<file path="config.mk">
export PLATFORM = sky130hd
export DESIGN_NAME = si_exu_ctrl
export DESIGN_NICKNAME = d
export VERILOG_FILES = /design/src/rtl/si_alu_defs.sv /design/src/rtl/si_mul_iter.sv /design/src/rtl/si_exu_ctrl.sv
export SDC_FILE = /design/constraint.sdc
export NUM_CORES = 1
export LEC_CHECK = 0
export ABC_CLOCK_PERIOD_IN_PS = 6050
export CAP_MARGIN = 20
export CELL_PAD_IN_SITES_DETAIL_PLACEMENT = 1
export CELL_PAD_IN_SITES_GLOBAL_PLACEMENT = 2
export CORE_MARGIN = 2
export CORE_UTILIZATION = 28
export DETAILED_ROUTE_END_ITERATION = 8
export HOLD_SLACK_MARGIN = 0.12
export PLACE_DENSITY = 0.84
export SYNTH_ARGS = -nofsm -noshare
export SYNTH_HDL_FRONTEND = slang
export SYNTH_SLANG_ARGS = --single-unit
</file>
<file path="constraint.sdc">
create_clock -name clk -period 6.05 [get_ports clk]
set_clock_uncertainty 0.2 [all_clocks]
set_input_delay 1.21 -clock clk [delete_from_list [all_inputs] [get_ports clk]]
set_output_delay 1.21 -clock clk [all_outputs]
set_load 0.005 [all_outputs]
</file>
<file path="src/rtl/si_alu_defs.sv">
// Shared definitions for the single-issue execute stage: ALU opcode encoding,
// execute-controller FSM states and the writeback-class decode helper.
package si_alu_defs;

   typedef enum logic [4:0] {
      ALU_OP_NOP   = 5'd0,
      ALU_OP_ADD   = 5'd1,
      ALU_OP_MUL   = 5'd2,
      ALU_OP_BNE   = 5'd3,
      ALU_OP_JAL   = 5'd4,
      ALU_OP_LUI   = 5'd5,
      ALU_OP_AUIPC = 5'd6,
      ALU_OP_AND   = 5'd7,
      ALU_OP_SLL   = 5'd8,
      ALU_OP_SLT   = 5'd9,
      ALU_OP_BLT   = 5'd10
   } alu_op_e;

   typedef enum logic {
      IDLE     = 1'b0,
      MUL_BUSY = 1'b1
   } exu_state_e;

   // Single-cycle ops that produce a register result; MUL writes back through its own path.
   function automatic logic op_writes(input logic [4:0] op);
      case (op)
         ALU_OP_ADD, ALU_OP_AND, ALU_OP_SLL, ALU_OP_SLT,
         ALU_OP_LUI, ALU_OP_AUIPC, ALU_OP_JAL: op_writes = 1'b1;
         default:                               op_writes = 1'b0;
      endcase
   endfunction

endpackage

</file>
<file path="src/rtl/si_mul_iter.sv">
// Radix-2 shift-add multiplier, one multiplier bit per cycle, DW cycles per product.
// The last step is folded into the combinational product so done and product coincide.
module si_mul_iter #(
   parameter int DW = 32
) (
   input  logic          clk,
   input  logic          rst,
   input  logic          start,
   input  logic          abort,
   input  logic [DW-1:0] a,
   input  logic [DW-1:0] b,
   output logic          done,
   output logic [DW-1:0] product
);

   localparam int CW = (DW > 1) ? $clog2(DW) : 1;
   localparam logic [CW-1:0] LAST = CW'(DW - 1);

   logic [DW-1:0] mcand;
   logic [DW-1:0] mplier;
   logic [DW-1:0] acc;
   logic [DW-1:0] acc_next;
   logic [CW-1:0] count;
   logic          busy;

   assign acc_next = acc + (mplier[0] ? mcand : '0);
   assign product  = acc_next;
   assign done     = busy & (count == LAST);

   // NOTE: sequential state uses non-blocking assignments so every register samples pre-edge values.
   always_ff @(posedge clk or negedge rst) begin
      if (!rst) begin
         mcand  <= '0;
         mplier <= '0;
         acc    <= '0;
         count  <= '0;
         busy   <= 1'b0;
      end else if (abort) begin
         count <= '0;
         busy  <= 1'b0;
      end else if (start) begin
         mcand  <= a;
         mplier <= b;
         acc    <= '0;
         count  <= '0;
         busy   <= 1'b1;
      end else if (busy) begin
         acc    <= acc_next;
         mcand  <= mcand << 1;
         mplier <= mplier >> 1;
         if (count == LAST) begin
            count <= '0;
            busy  <= 1'b0;
         end else begin
            count <= count + 1'b1;
         end
      end
   end

endmodule

</file>
<file path="src/rtl/si_exu_ctrl.sv">
// Execute-stage sequencer: issues single-cycle ops to the external si_alu, runs MUL on
// si_mul_iter, resolves branches and registers one-cycle writeback/redirect pulses.
module si_exu_ctrl
   import si_alu_defs::*;
#(
   parameter int INST_AW  = 32,
   parameter int REG_DW   = 32,
   parameter int ALUOP_DW = 5,
   parameter int RD_AW    = 5
) (
   input  logic                clk,
   input  logic                rst,
   input  logic                issue_valid_i,
   output logic                issue_ready_o,
   input  logic [ALUOP_DW-1:0] issue_opcode_i,
   input  logic [REG_DW-1:0]   issue_op1_i,
   input  logic [REG_DW-1:0]   issue_op2_i,
   input  logic [INST_AW-1:0]  issue_imm_i,
   input  logic [INST_AW-1:0]  issue_pc_i,
   input  logic [RD_AW-1:0]    issue_rd_i,
   input  logic                flush_i,
   output logic [ALUOP_DW-1:0] alu_opcode_o,
   output logic [REG_DW-1:0]   alu_op1_o,
   output logic [REG_DW-1:0]   alu_op2_o,
   output logic [INST_AW-1:0]  alu_pc_o,
   output logic                alu_branch_en_o,
   output logic                alu_jump_en_o,
   output logic [INST_AW-1:0]  alu_offset_o,
   input  logic [REG_DW-1:0]   alu_result_i,
   input  logic                alu_ctrl_en_i,
   input  logic [INST_AW-1:0]  alu_ctrl_pc_i,
   output logic                wb_valid_o,
   output logic [RD_AW-1:0]    wb_rd_o,
   output logic [REG_DW-1:0]   wb_data_o,
   output logic                redirect_valid_o,
   output logic [INST_AW-1:0]  redirect_pc_o,
   output logic                busy_o
);

   exu_state_e        state;
   logic [4:0]        op;
   logic              accept;
   logic              taken;
   logic              mul_start;
   logic              mul_abort;
   logic              mul_done;
   logic [REG_DW-1:0] mul_product;
   logic [RD_AW-1:0]  mul_rd;

   assign op            = issue_opcode_i[4:0];
   assign issue_ready_o = rst & (state == IDLE) & ~redirect_valid_o & ~flush_i;
   assign accept        = issue_valid_i & issue_ready_o;
   assign busy_o        = (state == MUL_BUSY);

   // NOTE: every signal written in always_comb gets a default first so no latch is inferred.
   always_comb begin
      taken = 1'b0;
      case (op)
         ALU_OP_BNE: taken = (issue_op1_i != issue_op2_i);
         ALU_OP_BLT: taken = ($signed(issue_op1_i) < $signed(issue_op2_i));
         default:    taken = 1'b0;
      endcase
   end

   assign alu_opcode_o    = accept ? issue_opcode_i : '0;
   assign alu_op1_o       = issue_op1_i;
   assign alu_op2_o       = issue_op2_i;
   assign alu_pc_o        = issue_pc_i;
   assign alu_offset_o    = issue_imm_i;
   assign alu_branch_en_o = accept & taken;
   assign alu_jump_en_o   = accept & (op == ALU_OP_JAL);

   assign mul_start = accept & (op == ALU_OP_MUL);
   assign mul_abort = flush_i & (state == MUL_BUSY);

   si_mul_iter #(.DW(REG_DW)) u_mul (
      .clk     (clk),
      .rst     (rst),
      .start   (mul_start),
      .abort   (mul_abort),
      .a       (issue_op1_i),
      .b       (issue_op2_i),
      .done    (mul_done),
      .product (mul_product)
   );

   always_ff @(posedge clk or negedge rst) begin
      if (!rst) begin
         state            <= IDLE;
         mul_rd           <= '0;
         wb_valid_o       <= 1'b0;
         wb_rd_o          <= '0;
         wb_data_o        <= '0;
         redirect_valid_o <= 1'b0;
         redirect_pc_o    <= '0;
      end else begin
         wb_valid_o       <= 1'b0;
         redirect_valid_o <= 1'b0;
         case (state)
            IDLE: begin
               if (mul_start) begin
                  mul_rd <= issue_rd_i;
                  state  <= MUL_BUSY;
               end else if (accept) begin
                  wb_valid_o       <= op_writes(op) & (issue_rd_i != '0);
                  wb_rd_o          <= issue_rd_i;
                  wb_data_o        <= (op == ALU_OP_JAL) ? REG_DW'(issue_pc_i + INST_AW'(4))
                                                         : alu_result_i;
                  redirect_valid_o <= (alu_branch_en_o | alu_jump_en_o) & alu_ctrl_en_i;
                  redirect_pc_o    <= alu_ctrl_pc_i;
               end
            end
            MUL_BUSY: begin
               // Flush wins over a finishing multiply: the product is dropped.
               if (flush_i) begin
                  state <= IDLE;
               end else if (mul_done) begin
                  wb_valid_o <= (mul_rd != '0);
                  wb_rd_o    <= mul_rd;
                  wb_data_o  <= mul_product;
                  state      <= IDLE;
               end
            end
            default: state <= IDLE;
         endcase
      end
   end

endmodule
</file>
# Yosys cells after proc, flatten, opt, wreduce, memory -nomap -nowiden
# Cells that the tools add are included.
totals:
  reg_bits: 179
  in_bits: 207
  out_inout_bits: 208
  wordCells: 102
op_classes:
  n_addsub: 3
  magnitude_cmp: 1
  eq_ne: 16
  muxes: 44
  n_bitwise: 17
  n_reduce_logical: 9
ops:
  columns: ["operator", "count"]
  rows:
  - ["2-to-1 mux 32 bit", 12]
  - ["one-hot mux 32 bit (2 select lines)", 1]
  - ["2-to-1 mux 5 bit", 9]
  - ["adder 32 x 3 -> 32 bit, second input constant", 1]
  - ["adder 32 bit", 1]
  - ["less-than comparator 32 bit", 1]
  - ["inequality test 32 bit", 1]
  - ["== test 5 x 3 -> 1 bit, second input constant", 4]
  - ["2-to-1 mux 1 bit", 18]
  - ["== test 5 x 4 -> 1 bit, second input constant", 3]
  - ["AND 1 bit", 11]
  - ["== test 5 x 2 -> 1 bit, second input constant", 2]
  - ["one-hot mux 5 bit (2 select lines)", 1]
  - ["nonzero test 5 bit", 2]
  - ["OR reduction 7 bit", 1]
  - ["inequality test 2 bit, second input constant", 3]
  - ["one-hot mux 1 bit (2 select lines)", 3]
  - ["adder 5 x 1 -> 5 bit, second input constant", 1]
  - ["== test 5 x 1 -> 1 bit, second input constant", 1]
  - ["== test 5 bit, second input constant", 1]
  - ["inverter 1 bit", 5]
  - ["AND reduction 2 bit", 2]
  - ["AND reduction 4 bit", 1]
  - ["AND reduction 3 bit", 1]
  - ["4 further kinds", 4]

# Logic depth before layout (Yosys ltp)
# Gate-level depths: netlist of run 1.
depth:
  word_depth: 12
  ltp_mapped: 12
  depth_no_buf: 11

# By module
# A second synthesis of run 1 with hierarchy kept.
unflattened:
  cells_unflattened: 1373
  area_unflattened_um2: 12384.4
by_module_without_submodules:
  columns: ["module", "n_inst", "cells_per_inst", "area_each_um2", "seq_area_each_um2"]
  rows:
  - ["si_mul_iter", 1, 697, 6403.6, 2552.4]
  - ["si_exu_ctrl", 1, 676, 5980.7, 1926.8]

# Worst setup path before layout of run 1
# OpenSTA, ideal clock, no wires.
synth_path:
  kind: "input-to-output"
  start: "input port issue_op2_i[25]"
  end: "output port alu_branch_en_o"
  arrival_ns: 2.798
  required_ns: 4.640
  path_slack_ns: 1.842
  cell_stages: 9
  cell_sequence: "inv_1 -> ha_1 -> a21o_1 -> a221o_1 -> a21oi_1 -> o21ai_0 -> a2111oi_0 -> o21ai_0 -> a21oi_1"
synth_via:
  elab_chain_cells: 3
  word_cells_on_any_way: 4
synth_rtl:
  columns: ["item", "line_no", "rtl"]
  rows:
  - ["start, declared", "si_exu_ctrl.sv:17", "input logic [REG_DW-1:0] issue_op2_i,"]
  - ["less-than comparator 32 bit or inequality test 32 bit (tied branches)", "si_exu_ctrl.sv:60, si_exu_ctrl.sv:59", null]
  - ["one-hot mux 1 bit (2 select lines) (*)", "si_exu_ctrl.sv:58", "case (op)"]
  - ["AND 1 bit (*)", "si_exu_ctrl.sv:70", "assign alu_branch_en_o = accept & taken;"]
  - ["end, declared", "si_exu_ctrl.sv:26", "output logic alu_branch_en_o,"]
# Mark *: on every way between the ends. The rest lies on a longest branch, timed or not.

# Worst setup path after layout of run 1
layout_path:
  start: "input port issue_op2_i[28]"
  end: "output port alu_branch_en_o"
# Same word-level chain as after synthesis.

==> run_results.csv, run 1 <==
group,metric,value,unit
worst_hold_path,whs_path_depth,2,
timing,finalHoldViolCount,0,
drt,drt_iter0_drc,463,
grt,antenna_found_initial,1,
synth,synth_compound_gate_area_share,18.5,%
synth,netlist_instances,1469,
synth,synth_top_area_share,36.5,%
clock_tree,cts_tree,"done",
timing,hold_ws,0.274,ns
setup_path,r2r-start,"u_mul.mplier[0]$_DFFE_PN0P_",
drt,ant_nets,0,
synth,ys_seq_area_share,36.5,%
grt,grt_overflow,0,
timing,setup_slack,0.257,ns
synth,yosysTopAreaCell,"dfrtp_1",
setup_path,worstSetupEndpointType,"output port",
power,swShare,27.7,%
power,p_int,2.43,mW
synth,syn_nets,1743,
timing,tightest_slew,1.04,ns
clock_tree,cts_root_buf,"clkbuf_16",
synth,synth_top_family_by_area,"simple AND/OR/NAND/NOR gates",
grt,grt_pass1_vias,11600,
synth,yosysUniqueCellTypes,79,
synth,synth-edff-count,0,
drt,vias,10800,
place,dp_hpwl,33100,microns
timing,rsz0062_at_grt,"false",
clock_tree,h-tree-depth,4,
place,post-place-ws,0.253,ns
synth,ys_ff_latch,179,
job,maxCapViolCount,0,
worst_hold_path,hold_end,"redirect_pc_o[30]$_DFFE_PN0P_",
synth,synth_xor_area_share,3.92,%
drt,wl_per_cell,18.9,microns
clock_tree,cts_hold_buf,0,
grt,grt_first_pass_wirelength,65900,microns
worst_hold_path,hp-class,"flop to flop",
floorplan,core,0.0432,sq mm
floorplan,start_util,28.5,%
cells_and_area,nets,1932,
setup_path,path_max_fanout,2,
place,port-buffer-count,350,
worst_hold_path,hold_start,"redirect_pc_o[30]$_DFFE_PN0P_",
drt,drt-total-wl,42600,microns
synth,yosys_warnings,0,
clock_tree,clk_latency,0.45,ns
synth,synthAdderAreaFrac,6.88,%
clock_tree,post_cts_buffers,0,
drt,via_per_inst,4.80,
clock_tree,clk_pin_slew_worst_paths,0.07,ns
setup_path,start_kind,"primary input",
drt,first_pass_iters,4,
setup_path,r2r_cells,10,
synth,syn-cell-area,0.0123,sq mm
setup_path,regToRegEndpoint,"wb_data_o[31]$_DFFE_PN0P_",
floorplan,fp.dieH,213,microns
place,place.gp.congestion,0.815,
synth,yosys.area_share.simple,19.3,%
cells_and_area,antenna_cells,0,
synth,muxShareOfSynthArea,3.37,%
synth,synthFlopType,"dfrtp_1",
synth,netlist_top_cells_area,"dfrtp_1 (36%), nand2_1 (8.7%), buf_4 (7.8%)",
run_status,outcome,"completed",
power,p_sw,0.931,mW
timing,fin_crit,5.79,ns
cells_and_area,num-fill-cells,5089,
cells_and_area,final_cell_area,0.0161,sq mm
power,clkPwrFrac,36.2,%
place,post_dp_cell_area,0.0154,sq mm
grt,grt_usage,18.8,%
clock_tree,cts_resized,0,
synth,async_flop_share,100,%
floorplan,rows,76,
clock_tree,cts_buffer_depth,2,
setup_path,critical_path_required,4.64,ns
setup_path,worstSetupPathType,"primary input to output port",
timing,finalSetupTns,0,ns
timing,fmax,173,MHz
power,pwr-share-comb,22.4,%
timing,max_slew_margin,30.7,%
timing,setup_violations,0,
floorplan,die_width,213,microns
timing,fin_crit_sh,95.8,%
cells_and_area,fin_util,37.3,%
power,p_per_area,208,mW/mm^2
timing,drv_slew,0,
power,p_seq_share,41.4,%
setup_path,r2r_slack,2.01,ns
floorplan,io_pins,415,
setup_path,critPathArrivalTime,4.38,ns
clock_tree,clock-sinks,179,
floorplan,dieArea,0.0456,sq mm
synth,syn_avg_cell_area,8.36,sq um
grt,grt_max_degree,90,
drt,drc,0,
clock_tree,cts_buffers,17,
power,ir_drop,122,uV
cells_and_area,syn_to_final_growth,31.1,%
cells_and_area,drive_above_1_share,5.15,%
power,p_leak,6.99,nW
[power groups by stage]
stage / Sequential (mW) / Combinational (mW) / Clock, mW
after global routing: 1.41 / 0.830 / 1.30
after global placement: 1.41 / 0.737 / 0
after CTS: 1.39 / 0.761 / 1.26
after floorplan: 1.40 / 0.316 / 0
after detailed placement: 1.41 / 0.757 / 0
final: 1.39 / 0.751 / 1.22
[metrics by stage]
step	cells	total power [mW]
6_report	2256	3.36
5_1_grt	2256	3.54
4_1_cts	2254	3.41
3_5_place_dp	2222	2.17
3_3_place_gp	2222	2.14
2_1_floorplan	1469	1.72
[layout make-up]
class | count | area [sq um] | area share [%]
flip-flops and latches | 179 | 4480 | 27.8
well taps | 585 | 732 | 4.54
clock inverters | 12 | 179 | 1.11
multi-input cells | 1043 | 6420 | 39.8
repair buffers | 369 | 3680 | 22.8
clock buffers | 20 | 447 | 2.77
inverters | 48 | 180 | 1.12
[cell usage in the layout, fill, tap and decap left out, types with 3 or more instances in the layout]
cell type	count
a211o_1	3
a211oi_1	22
a21o_1	15
a21oi_1	111
a221o_1	5
a221oi_1	3
a22o_1	20
and2_1	38
and3_1	15
buf_4	17
bufinv_16	4
clkbuf_16	17
clkdlybuf4s50_1	349
clkinvlp_4	3
dfrtp_1	178
ha_1	66
inv_1	48
inv_6	3
mux2_2	3
mux2i_1	38
nand2_1	285
nand3_1	22
nand3b_1	4
nand4_1	14
nor2_1	89
nor2b_1	9
nor3_1	8
o211ai_1	7
o21a_1	6
o21ai_0	127
o31ai_1	6
or2_2	4
or3_1	6
xnor2_1	33
xor2_1	22
[metal layers]
layer / up-vias / wire [microns] / GRT usage, %
li1: 5294 / - / -
met1: 5374 / 17600 / 22.1
met2: 145 / 23200 / 35.7
met3: 25 / 1390 / 3.13
met4: 2 / 381 / 3.62
met5: - / 13 / 0
[worst max-delay path, cell delays in order]
cell,delay (ns)
clkdlybuf4s50_1,0.50
inv_1,0.07
ha_1,0.29
and3_1,0.21
a221o_1,0.36
a21oi_1,0.21
o21ai_0,0.12
a2111oi_0,0.28
o21ai_0,0.16
buf_4,0.18
a21oi_1,0.12
buf_4,0.14
clkdlybuf4s50_1,0.53
[flip-flops by register name, indices dropped and copies added (netlist names), 5 cells and up]
| register | cells |
|---|---|
| u_mul.count | 5 |
| u_mul.mplier | 32 |
| u_mul.acc | 32 |
| wb_data_o | 32 |
| wb_rd_o | 5 |
| redirect_pc_o | 32 |
| u_mul.mcand | 32 |
| mul_rd | 5 |
[kinds of logic (layout without fill, tap and decap cells)]
group | Yosys count | in the layout
and+or+nand+nor | 520 | 520
adders and majority gates | 67 | 67
DFF | 179 | 179
xor gates and xnor gates | 55 | 55
AOI/OAI and AO/OA | 360 | 360
buffers and inverters | 247 | 449
muxes | 41 | 41
[Yosys cell counts (14+ instances only)]
master / count
a21o_1: 15
a211oi_1: 22
nand2_1: 286
ha_1: 66
nor2_1: 91
inv_1: 48
o21ai_0: 127
dfrtp_1: 179
xor2_1: 22
clkbuf_1: 55
nand4_1: 14
nand3_1: 22
buf_4: 128
xnor2_1: 33
and2_1: 38
a21oi_1: 111
a22o_1: 20
and3_1: 16
mux2i_1: 38
[worst max path at each step]
stage,start,endpoint,slack [ns],depth (start not counted)
after floorplan,issue_op2_i[25],alu_branch_en_o,1.84,9
after global placement,issue_op2_i[25],alu_branch_en_o,0.24,13
after detailed placement,issue_op2_i[25],alu_branch_en_o,0.25,13
after CTS,issue_op2_i[25],alu_branch_en_o,0.24,13
after global routing,issue_op2_i[25],alu_branch_en_o,0.01,13
final,issue_op2_i[28],alu_branch_en_o,0.26,13
Power figures use the tool's default switching activity.
==> run 2: changes to the inputs <==
Settings changed: ABC_CLOCK_PERIOD_IN_PS 6050 to 6340, CORE_UTILIZATION 28 to 35, DONT_BUFFER_PORTS set to 1, PLACE_DENSITY 0.84 to 0.76.
Clock period 6.05 ns to 6.34 ns, I/O delays scaled along.
==> run_results.csv, run 2 (synthesis results as in run 1) <==
group,metric,value,unit
place,port-buffer-count,0,
cells_and_area,final_common_cell,"nand2_1",
timing,finalHoldViolCount,0,
floorplan,core,0.0345,sq mm
drt,drt-total-wl,37200,microns
grt,grt_max_degree,181,
floorplan,fp.dieH,191,microns
power,p_per_area,234,mW/mm^2
power,p_leak,5.61,nW
timing,hold_ws,0.277,ns
cells_and_area,antenna_cells,0,
timing,finalSetupTns,0,ns
drt,drc,0,
clock_tree,cts_tree,"done",
drt,drt_iter0_drc,382,
cells_and_area,fin_util,35.9,%
clock_tree,cts_buffer_depth,2,
cells_and_area,num-fill-cells,4120,
timing,rsz0062_at_grt,"false",
floorplan,die_width,191,microns
cells_and_area,syn_to_final_growth,1.05,%
floorplan,rows,68,
clock_tree,cts_hold_buf,0,
timing,fin_crit,4.90,ns
power,swShare,27.4,%
cells_and_area,final_cell_mix,"nand2_1 (286), dfrtp_1 (178), o21ai_0 (127)",
clock_tree,clock-sinks,179,
drt,first_pass_iters,4,
drt,wl_per_cell,21.0,microns
run_status,outcome,"completed",
floorplan,dieArea,0.0366,sq mm
worst_hold_path,hp-class,"flop to flop",
floorplan,io_pins,415,
setup_path,start_kind,"primary input",
cells_and_area,drive_above_1_share,5.94,%
drt,ant_nets,0,
timing,fin_crit_sh,77.4,%
grt,grt_overflow,0,
setup_path,critical_path_required,4.87,ns
clock_tree,clk_pin_slew_worst_paths,0.07,ns
clock_tree,h-tree-depth,4,
power,p_int,2.11,mW
timing,drv_slew,0,
clock_tree,clk_latency,0.44,ns
clock_tree,cts_resized,0,
clock_tree,cts_root_buf,"clkbuf_16",
grt,antenna_found_initial,0,
clock_tree,cts_buffers,17,
cells_and_area,nets,1574,
job,maxCapViolCount,0,
setup_path,worstSetupPathType,"primary input to output port",
setup_path,critPathArrivalTime,3.44,ns
power,ir_drop,185,uV
power,p_sw,0.798,mW
place,dp_hpwl,27800,microns
power,p_seq_share,46.6,%
setup_path,worstSetupEndpointType,"output port",
setup_path,path_max_fanout,2,
timing,tightest_slew,1.05,ns
power,pwr-share-comb,10.4,%
clock_tree,post_cts_buffers,0,
timing,setup_violations,0,
floorplan,start_util,35.6,%
timing,fmax,204,MHz
grt,grt_first_pass_wirelength,57700,microns
grt,grt_pass1_vias,10000,
drt,vias,9486,
drt,via_per_inst,5.37,
grt,grt_usage,20.5,%
timing,max_slew_margin,30.1,%
power,clkPwrFrac,43.0,%
place,place.gp.congestion,0.820,
## run 2: cell count changes in the layout (fill, tap and decap cells not counted), sizes merged
cell,delta
clkdlybuf4s50,-349
buf,-8
clkbuf,-4
clkinv,+3
bufinv,+2
clkinvlp,-1
inv,-1
## run 2: per-layer routing
metal / share of wire (%) / global-route usage [%] / up-vias
met4: 1.1 / 4.59 / 0
li1: - / - / 4579
met1: 44 / 25.7 / 4684
met5: 0 / 0 / -
met2: 50 / 35.6 / 191
met3: 5.1 / 4.83 / 32
## run 2: final cells by class
cell class	count	area, sq um	area share [%]
clock buffers	17	425	3.43
multi-input cells	1043	6410	51.7
repair buffers	11	95.1	0.766
well taps	455	569	4.58
clock inverters	15	253	2.04
flip-flops and latches	179	4480	36.1
inverters	48	180	1.45
## run 2: critical path: stages
cell and delay (ns):
inv_1 0.04, ha_1 0.28, a21o_1 0.18, a221o_1 0.36, a21oi_1 0.22, o21ai_0 0.11
a2111oi_0 0.34, buf_4 0.20, o21ai_0 0.08, a21oi_1 0.35
## run 2: path summary, 6_finish.rpt
kind / startpoint / endpoint / slack, ns / cells after the start
max: issue_op2_i[25] / alu_branch_en_o / 1.44 / 10
min: u_mul.count[3]$_DFFE_PN0P_ / u_mul.count[3]$_DFFE_PN0P_ / 0.28 / 1
max reg2reg: u_mul.mplier[0]$_DFFE_PN0P_ / wb_data_o[30]$_DFFE_PN0P_ / 2.44 / 10
min reg2reg: u_mul.count[3]$_DFFE_PN0P_ / u_mul.count[3]$_DFFE_PN0P_ / 0.28 / 1
max in group asynchronous: rst / u_mul.acc[15]$_DFFE_PN0P_ / 5.14 / 0
min in group asynchronous: rst / redirect_pc_o[17]$_DFFE_PN0P_ / 0.32 / 0
## run 2: power by group through the flow
stage	Combinational, mW	Clock (mW)	Sequential [mW]
5_1_grt	0.356	1.33	1.37
3_5_place_dp	0.305	0	1.38
6_report	0.304	1.25	1.36
2_1_floorplan	0.302	0	1.34
4_1_cts	0.307	1.29	1.36
3_3_place_gp	0.291	0	1.38
## run 2: per-stage QoR
stage / cell area, sq um / cells / setup slack, ns / power (mW)
after detailed placement: 11700 / 1735 / 1.44 / 1.69
after CTS: 12400 / 1767 / 1.42 / 2.96
after global routing: 12400 / 1768 / 1.22 / 3.06
after global placement: 11700 / 1735 / 1.50 / 1.67
final: 12400 / 1768 / 1.44 / 2.91
after floorplan: 12300 / 1469 / 2.02 / 1.64
==> RTL edit: new RTL, flow settings as in run 2 <==
Register the output `redirect_pc_o` once more; this adds one clock of latency there. The other outputs are not delayed to match.
--- a/src/rtl/si_exu_ctrl.sv
+++ b/src/rtl/si_exu_ctrl.sv
@@ -36,6 +36,8 @@
    output logic [INST_AW-1:0]  redirect_pc_o,
    output logic                busy_o
 );
+
+   logic [INST_AW-1:0] redirect_pc_s0;
 
    exu_state_e        state;
    logic [4:0]        op;
@@ -92,7 +94,7 @@
          wb_rd_o          <= '0;
          wb_data_o        <= '0;
          redirect_valid_o <= 1'b0;
-         redirect_pc_o    <= '0;
+         redirect_pc_s0   <= '0;
       end else begin
          wb_valid_o       <= 1'b0;
          redirect_valid_o <= 1'b0;
@@ -107,7 +109,7 @@
                   wb_data_o        <= (op == ALU_OP_JAL) ? REG_DW'(issue_pc_i + INST_AW'(4))
                                                          : alu_result_i;
                   redirect_valid_o <= (alu_branch_en_o | alu_jump_en_o) & alu_ctrl_en_i;
-                  redirect_pc_o    <= alu_ctrl_pc_i;
+                  redirect_pc_s0   <= alu_ctrl_pc_i;
                end
             end
             MUL_BUSY: begin
@@ -126,4 +128,8 @@
       end
    end
 
+   always_ff @(posedge clk) begin
+      redirect_pc_o <= redirect_pc_s0;
+   end
+
 endmodule
Check against the original RTL: not equivalent (Yosys sat finds a counterexample within 4 cycles, from zero or initial values and one cycle with rst low).
==> RTL edit against run 2 <==
- power is 24% higher
- worst setup slack better by 83 ps
- sequential cell count is 32 higher
- wire length is 1.1% higher
- synthesized area is 5.4% higher
- clock power is 36% higher
- final area is 7.7% higher
- highest routed layer unchanged
==> RTL edit: results (changes against run 2) <==
buffer cell driving the clock tree root=sky130_fd_sc_hd__clkbuf_16 (unchanged); run status=finished, final reports clean (unchanged); Pre-antenna DRT Iters=4 (unchanged); async set-or-reset flop fraction in the synthesized netlist=84.8% (was 100%); H-tree level count=1 (was 4); Clk Latency, worst-skew pair=550 ps (was 440 ps); Worst Hold Slack=164 ps (was 277 ps); total CTS buffers=26 (was 17); normalized max-slew margin=33.2% (was 30.1%); HPWL Detailed=27500 microns (was 27800 microns); top cell type's share of synthesized area=34.6% (was 36.5%); first-pass GRT wire length=59400 microns (was 57700 microns); total global routing track utilization=19.5% (was 20.5%); met3 track demand over resource in global routing=4.16% (was 4.83%); via count of the first global-routing pass=10398 (was 10017); share of cell area taken by muxes after synthesis=3.10% (was 3.37%); worst IR drop on VDD=0.000150 V (was 0.000185 V); Synthesized Nets=1770 (was 1743); share of cells above drive strength 1=7.16% (was 5.94%); Leak Pwr=5.94 nW (was 5.61 nW); ranking of synthesized cells by instance count=sky130_fd_sc_hd__nand2_1, sky130_fd_sc_hd__dfrtp_1, sky130_fd_sc_hd__buf_4 (unchanged); GRT met1 Usage=23.4% (was 25.7%); CTS max path bufs=3 (was 2); compound-cell area share of the yosys netlist=17.3% (was 18.5%); Global Route met2 Usage=34.6% (was 35.6%); Unique masters post-synth=90 (was 79); sequential fraction of the synthesis area=39.5% (was 36.5%); top cells by area, synth=sky130_fd_sc_hd__dfrtp_1, sky130_fd_sc_hd__buf_4, sky130_fd_sc_hd__nand2_1, sky130_fd_sc_hd__ha_1, sky130_fd_sc_hd__dfxtp_1 (was sky130_fd_sc_hd__dfrtp_1, sky130_fd_sc_hd__nand2_1, sky130_fd_sc_hd__buf_4, sky130_fd_sc_hd__ha_1, sky130_fd_sc_hd__o21ai_0); worst setup margin=1520 ps (was 1440 ps); Synth Area in XOR/XNOR=3.72% (was 3.92%); post-synthesis adder-cell area fraction=6.53% (was 6.88%); Via-to-Cell Ratio=5.35 (was 5.37); Initial DRC Count=373 (was 382); final weighted congestion of routability-driven global placement=0.861 (was 0.820)
## RTL edit: cell types whose count changed after synthesis, sizes merged, moves of 9 or more
cell and change:
nand2 -29, nor3 +13, clkbuf -9, nand3 +15
dfxtp +32, inv -9
## RTL edit: worst max-delay path: stages
cell	delay (ps)
sky130_fd_sc_hd__inv_1	30
sky130_fd_sc_hd__ha_1	290
sky130_fd_sc_hd__a21oi_1	160
sky130_fd_sc_hd__o21ai_0	100
sky130_fd_sc_hd__a221oi_1	520
sky130_fd_sc_hd__o21ai_0	280
sky130_fd_sc_hd__a21oi_1	310
sky130_fd_sc_hd__mux2i_1	240
sky130_fd_sc_hd__nand2_1	150
## RTL edit: layer usage
metal,up-vias,part of all wire [%]
li1,4707,-
met1,4773,41
met2,211,51
met3,58,5.0
met4,0,3.1
met5,-,0
## RTL edit: layout make-up
class                   count  area, sq um
clock inverters            16          229
inverters                  39          146
fillers                  4235        23200
clock buffers              32          757
flip-flops and latches    211         5120
multi-input cells        1048         6450
repair buffers              9         83.8
well taps                 468          586
## RTL edit: final timing paths
path                                           startpoint                        endpoint  cells past startpoint
setup / recovery                          issue_op2_i[17]                 alu_branch_en_o                      9
hold / removal             redirect_pc_s0[30]$_DFFE_PN0P_       redirect_pc_o[30]$_DFF_P_                      0
setup reg to reg              u_mul.mplier[0]$_DFFE_PN0P_       wb_data_o[28]$_DFFE_PN0P_                     11
hold reg to reg            redirect_pc_s0[30]$_DFFE_PN0P_       redirect_pc_o[30]$_DFF_P_                      0
max in group asynchronous                             rst     u_mul.mplier[8]$_DFFE_PN0P_                      0
min in group asynchronous                             rst  redirect_pc_s0[28]$_DFFE_PN0P_                      0
## RTL edit: power by group
group,switching [mW],leakage (nW),internal (mW)
Sequential,0.110,2.64,1.49
Clock,0.637,0.474,1.06
Combinational,0.198,2.83,0.123
Total,0.945,5.94,2.68
## RTL edit: per-stage QoR
step	util (%)	std cells	area, sq um
floorplan	-	1496	13000
global placement	33.9	1774	12400
detailed placement	33.9	1774	12400
CTS	36.6	1822	13400
global route	36.6	1823	13400
finish	36.6	1823	13400
## RTL edit: logic make-up after synthesis
kind of cell | after synthesis
simple gates | 523
mux | 40
flops | 211
buf+inv | 237
compound gates | 363
xor+xnor | 55
fa+ha+maj | 67
